## src/rtl/i2c_read_capture.sv

```systemverilog
// Passive I2C read monitor: synchronizes and glitch-filters SCL/SDA, tracks bus
// conditions and captures the read bytes of an NBYTES-byte sensor frame.
module i2c_read_capture #(
    parameter int FILT   = 3,
    parameter int NBYTES = 6
) (
    input  logic                  clk,
    input  logic                  rst,
    input  logic                  scl,
    input  logic                  sda,
    output logic                  busy,
    output logic [6:0]            addr,
    output logic [7:0]            rx_data,
    output logic [2:0]            rx_idx,
    output logic                  rx_valid,
    output logic [8*NBYTES-1:0]   frame,
    output logic                  frame_valid,
    output logic                  err,
    output logic [1:0]            err_code
);

    localparam int         CW   = (FILT > 1) ? $clog2(FILT) : 1;
    localparam logic [2:0] LAST = 3'(NBYTES - 1);

    typedef enum logic [2:0] {IDLE, ADDR, ADDR_ACK, DATA, DATA_ACK, SKIP} state_t;

    logic [1:0]          scl_sync, sda_sync;
    logic                scl_f, sda_f, scl_fd, sda_fd;
    logic [CW-1:0]       scl_cnt, sda_cnt;
    logic                scl_rise, sda_fall, sda_rise, start_evt, stop_evt;
    state_t              state;
    logic [2:0]          bit_cnt, byte_cnt;
    logic [7:0]          shift, shift_next;
    logic [6:0]          addr_pend;
    logic                rw;
    logic [8*NBYTES-1:0] frame_buf;

    always_ff @(posedge clk or posedge rst) begin
        if (rst) begin
            scl_sync <= '1;
            sda_sync <= '1;
        end else begin
            scl_sync <= {scl_sync[0], scl};
            sda_sync <= {sda_sync[0], sda};
        end
    end

    // A filtered level only follows the synchronized input after FILT
    // consecutive samples that disagree with it; any agreeing sample restarts the count.
    always_ff @(posedge clk or posedge rst) begin
        if (rst) begin
            scl_f   <= 1'b1;
            scl_cnt <= '0;
        end else if (scl_sync[1] != scl_f) begin
            if (scl_cnt == CW'(FILT - 1)) begin
                scl_f   <= scl_sync[1];
                scl_cnt <= '0;
            end else begin
                scl_cnt <= scl_cnt + 1'b1;
            end
        end else begin
            scl_cnt <= '0;
        end
    end

    always_ff @(posedge clk or posedge rst) begin
        if (rst) begin
            sda_f   <= 1'b1;
            sda_cnt <= '0;
        end else if (sda_sync[1] != sda_f) begin
            if (sda_cnt == CW'(FILT - 1)) begin
                sda_f   <= sda_sync[1];
                sda_cnt <= '0;
            end else begin
                sda_cnt <= sda_cnt + 1'b1;
            end
        end else begin
            sda_cnt <= '0;
        end
    end

    always_ff @(posedge clk or posedge rst) begin
        if (rst) begin
            scl_fd <= 1'b1;
            sda_fd <= 1'b1;
        end else begin
            scl_fd <= scl_f;
            sda_fd <= sda_f;
        end
    end

    always_comb begin
        scl_rise   = scl_f & ~scl_fd;
        sda_fall   = ~sda_f & sda_fd;
        sda_rise   = sda_f & ~sda_fd;
        start_evt  = sda_fall & scl_f;
        stop_evt   = sda_rise & scl_f;
        shift_next = {shift[6:0], sda_f};
    end

    always_ff @(posedge clk or posedge rst) begin
        if (rst) begin
            state       <= IDLE;
            busy        <= 1'b0;
            addr        <= '0;
            rx_data     <= '0;
            rx_idx      <= '0;
            rx_valid    <= 1'b0;
            frame       <= '0;
            frame_valid <= 1'b0;
            err         <= 1'b0;
            err_code    <= '0;
            bit_cnt     <= '0;
            byte_cnt    <= '0;
            shift       <= '0;
            addr_pend   <= '0;
            rw          <= 1'b0;
            frame_buf   <= '0;
        end else begin
            rx_valid    <= 1'b0;
            frame_valid <= 1'b0;
            err         <= 1'b0;
            if (start_evt) begin
                if (state == DATA || state == DATA_ACK) begin
                    err      <= 1'b1;
                    err_code <= 2'b10;
                end
                state     <= ADDR;
                busy      <= 1'b1;
                bit_cnt   <= '0;
                byte_cnt  <= '0;
                shift     <= '0;
                frame_buf <= '0;
            end else if (stop_evt) begin
                if (state == DATA || state == DATA_ACK) begin
                    err      <= 1'b1;
                    err_code <= 2'b10;
                end
                state   <= IDLE;
                busy    <= 1'b0;
                bit_cnt <= '0;
            end else if (scl_rise) begin
                case (state)
                    ADDR: begin
                        shift   <= shift_next;
                        bit_cnt <= bit_cnt + 3'd1;
                        if (bit_cnt == 3'd7) begin
                            addr_pend <= shift_next[7:1];
                            rw        <= shift_next[0];
                            state     <= ADDR_ACK;
                        end
                    end
                    // addr only takes an address the slave actually acknowledged
                    ADDR_ACK: begin
                        if (!sda_f) begin
                            addr <= addr_pend;
                            if (rw) begin
                                byte_cnt <= '0;
                                state    <= DATA;
                            end else begin
                                state <= SKIP;
                            end
                        end else begin
                            err      <= 1'b1;
                            err_code <= 2'b01;
                            state    <= SKIP;
                        end
                    end
                    DATA: begin
                        shift   <= shift_next;
                        bit_cnt <= bit_cnt + 3'd1;
                        if (bit_cnt == 3'd7) begin
                            rx_data  <= shift_next;
                            rx_idx   <= byte_cnt;
                            rx_valid <= 1'b1;
                            for (int unsigned i = 0; i < NBYTES; i++)
                                if (byte_cnt == 3'(i))
                                    frame_buf[8*(NBYTES-1-i) +: 8] <= shift_next;
                            state <= DATA_ACK;
                        end
                    end
                    DATA_ACK: begin
                        if (!sda_f) begin
                            if (byte_cnt == LAST) begin
                                err      <= 1'b1;
                                err_code <= 2'b11;
                                state    <= SKIP;
                            end else begin
                                byte_cnt <= byte_cnt + 3'd1;
                                state    <= DATA;
                            end
                        end else if (byte_cnt == LAST) begin
                            frame       <= frame_buf;
                            frame_valid <= 1'b1;
                            state       <= SKIP;
                        end else begin
                            err      <= 1'b1;
                            err_code <= 2'b10;
                            state    <= SKIP;
                        end
                    end
                    default: ;
                endcase
            end
        end
    end

endmodule

```

## config.mk

```make
export PLATFORM = sky130hd
export DESIGN_NAME = i2c_read_capture
export DESIGN_NICKNAME = d
export VERILOG_FILES = /design/src/rtl/i2c_read_capture.sv
export SDC_FILE = /design/constraint.sdc
export NUM_CORES = 1
export LEC_CHECK = 0
export BUFFER_PORTS_ARGS = -buffer_cell sky130_fd_sc_hd__buf_2
export CAP_MARGIN = 40
export CORE_ASPECT_RATIO = 0.7
export CORE_MARGIN = 2
export CORE_UTILIZATION = 30
export DETAILED_ROUTE_END_ITERATION = 8
export MAX_ROUTING_LAYER = met4
export SLEW_MARGIN = 25
export SYNTH_ARGS = -nofsm -noshare
export SYNTH_HDL_FRONTEND = slang
export SYNTH_SLANG_ARGS = --single-unit
```

## constraint.sdc

```tcl
create_clock -name clk -period 6.4 [get_ports clk]
set_input_delay 0.32 -clock clk [delete_from_list [all_inputs] [get_ports clk]]
set_output_delay 0.32 -clock clk [all_outputs]
set_load 0.01 [all_outputs]
```

==> load_flow_metrics.sql <==
INSERT INTO impl_metrics (metric_group, metric, value, unit) VALUES
('synthesis', 'synth_area', '0.00640', 'sq mm'),
('timing', 'timing.final.max_slew_violations', '0', ''),
('synthesis', 'synth.net_count', '486', ''),
('synthesis', 'synth.yosys.seq_area_share', '61.2', '%'),
('timing', 'fin_tns_setup', '0', 'ns'),
('drt', 'vias', '3993', ''),
('synthesis', 'syn_avg_cell_area', '13.6', 'sq um'),
('worst_setup_path', 'timing.critical_path.slowest_stage_cell', 'dfstp_2', ''),
('synthesis', 'synth-seq-cells', '156', ''),
('cts', 'post-cts-setup-buffers', '0', ''),
('drt', 'avgRoutedWirePerCell', '17.3', 'um'),
('finish', 'design.final.nets', '566', ''),
('synthesis', 'synth_edf_count', '0', ''),
('finish', 'post_route_cells_drive_above_1_share', '41.1', '%'),
('cts', 'clock_latency', '0.43', 'ns'),
('drt', 'avgViaCountPerCell', '4.75', ''),
('synthesis', 'synth_top_area_share', '57.9', '%'),
('outcome', 'run_status', 'complete, no violations', ''),
('place', 'postPlaceCellArea', '0.00706', 'sq mm'),
('floorplan', 'design.die.area', '0.0225', 'sq mm'),
('grt', 'grt_first_pass_wirelength', '23800', 'um'),
('timing', 'timing_hold_violations_final', '0', ''),
('drt', 'detail_route.first_pass.iterations', '4', ''),
('grt', 'grt-ovfl-total', '0', ''),
('finish', 'num_antenna_cells', '0', ''),
('drt', 'dr.first_iter.drc_count', '313', ''),
('drt', 'antenna_violating_nets_post_route', '0', ''),
('worst_setup_path', 'worst-endpoint-arrival', '2.81', 'ns'),
('timing', 'rsz0062_at_grt', 'false', ''),
('finish', 'instances_no_fill', '841', ''),
('timing', 'layout_worst_path_cycle_share', '39.6', '%'),
('synthesis', 'synthDistinctLibCells', '49', ''),
('worst_setup_path', 'cp_num_buf_inv', '0', ''),
('place', 'placed_cells', '806', ''),
('power_and_ir_drop', 'power.ir.vdd_worst', '0.159', 'mV'),
('worst_setup_path', 'timing.critical_path.slowest_cell_delay', '0.72', 'ns'),
('synthesis', 'post_synth_main_area_contributors', 'dfrtp_1 (58%), mux2_2 (17%), dfstp_2 (3.3%), o21ai_0 (2.4%), ha_1 (2.0%)', ''),
('cts', 'cts-resized-gates', '0', ''),
('power_and_ir_drop', 'p_per_area', '369', 'mW/mm^2'),
('drt', 'route.detailed.drc', '0', ''),
('hold_path', 'worstHoldPathType', 'input port to async pin', ''),
('cts', 'worst_setup_hold_path_clk_slew', '0.08', 'ns'),
('floorplan', 'die_h', '126', 'um'),
('worst_setup_path', 'cp.required', '6.68', 'ns'),
('flow_run', 'maxCapViolCount', '0', ''),
('cts', 'tritoncts', 'built', ''),
('timing', 'final.min_clock_period', '2.53', 'ns'),
('grt', 'grt_use_total', '14.3', '%'),
('place', 'place.port_buffers', '75', ''),
('worst_setup_path', 'path_max_fanout', '15', ''),
('cts', 'cts_max_level', '4', ''),
('cts', 'cts_hold_fix_bufs', '2', ''),
('synthesis', 'synthesis.instances', '472', ''),
('place', 'dp.final_hpwl', '10500', 'um'),
('worst_setup_path', 'critical_path.endpoint_type', 'flip-flop', ''),
('floorplan', 'total_core_area', '0.0208', 'sq mm'),
('synthesis', 'ys_dominant_reg_cell', 'dfrtp_1', ''),
('synthesis', 'proportion_of_synthesized_flip_flops_having_asynchronous_set_or_reset', '100', '%'),
('place', 'placer_s_final_routability_congestion_estimate', '0.821', ''),
('grt', 'pin_count_of_the_biggest_net_entering_global_routing', '75', ''),
('finish', 'most-common-layout-cells', 'dfrtp_1 (148), mux2_2 (98), buf_2 (76)', ''),
('grt', 'vias_in_the_first_global_route', '4133', ''),
('cts', 'root_buffer', 'clkbuf_16', ''),
('finish', 'finish.instance_area', '0.00768', 'sq mm'),
('timing', 'final_setup_violation_count', '0', ''),
('worst_setup_path', 'path_class', 'flip-flop to flip-flop', ''),
('worst_setup_path', 'crit_startpoint', 'scl_f', ''),
('worst_setup_path', 'crit_family', 'simple AND/OR/NAND/NOR gates', ''),
('finish', 'mostFrequentLayoutCell', 'dfrtp_1', ''),
('floorplan', 'fp.dieW', '179', 'um'),
('worst_setup_path', 'crit_path_cell_trace', 'nor2b_1, and3_1, nand4_1, mux2i_1, nor2_1', '');
## registers in the layout (all words and copies together), names as in the netlist, 2 cells and up
| register | cells |
|---|---|
| err_code | 2 |
| shift | 7 |
| rx_idx | 3 |
| state | 3 |
| scl_cnt | 2 |
| scl_sync | 2 |
| sda_sync | 2 |
| sda_cnt | 2 |
| rx_data | 8 |
| frame_buf | 48 |
| byte_cnt | 3 |
| bit_cnt | 3 |
| addr_pend | 7 |
| addr | 7 |
| frame | 48 |
## layout make-up
type	count	area, sq um
Clock buffer	17	425
Multi-Input combinational cell	283	2320
Timing Repair Buffer	83	462
Clock inverter	15	171
Inverter	11	46.3
Tap cell	276	345
Fill cell	1995	13100
Sequential cell	156	3910
## where the power goes
part	total (mW)	switching (mW)	internal [mW]	leakage [nW]
combinational	0.539	0.316	0.223	1.47
clock	1.01	0.476	0.530	0.294
sequential	1.29	0.170	1.12	2.13
total	2.83	0.962	1.87	3.89
## cell usage after synthesis (all sizes together), types with 4 or more instances
| master | n |
|---|---|
| dfrtp | 148 |
| mux2 | 100 |
| o21ai | 33 |
| nand2 | 25 |
| nand3 | 19 |
| buf | 15 |
| nor2 | 14 |
| a22o | 11 |
| a21oi | 10 |
| ha | 10 |
| inv | 10 |
| nor2b | 10 |
| dfstp | 8 |
| clkbuf | 7 |
| mux2i | 7 |
| nand2b | 4 |
| nand4 | 4 |
| nor3 | 4 |
## final timing paths
path | slack (ns) | end | cells after the start
min in group clk | 0.36 | scl_sync[1] | 0
hold reg to reg | 0.36 | scl_sync[1] | 0
max in group asynchronous | 5.14 | sda_fd | 4
setup / recovery | 3.87 | frame_buf[32] | 5
setup reg to reg | 3.87 | frame_buf[32] | 5
hold / removal | 0.01 | frame[44] | 2
## kinds of logic after synthesis
logic type	Yosys count	share of synthesized area [%]
compound gates	66	6.75
xor+xnor	4	0.548
fa+ha+maj	10	1.96
buf+inv	33	2.58
flops	156	61.2
mux	107	18.7
simple gates	96	8.29
## layer usage
layer,vias up,track usage [%],part of all wire [%]
met4,0,3.68,0.80
li1,1836,-,-
met5,-,-,0
met2,101,18.7,41
met3,8,3.93,6.3
met1,2048,21.6,51
## metrics by stage
stage	total power [mW]	hold slack (ns)	util, %	worst slack [ns]
floorplan	1.66	0.324	-	1.89
global placement	1.82	0.347	33.7	3.53
detailed placement	1.84	0.347	33.9	3.75
CTS	2.85	0.0292	36.9	3.73
global route	3.00	0.0653	36.9	3.62
finish	2.83	0.0100	36.9	3.87
No activity file was read; power rests on OpenSTA's default activity.
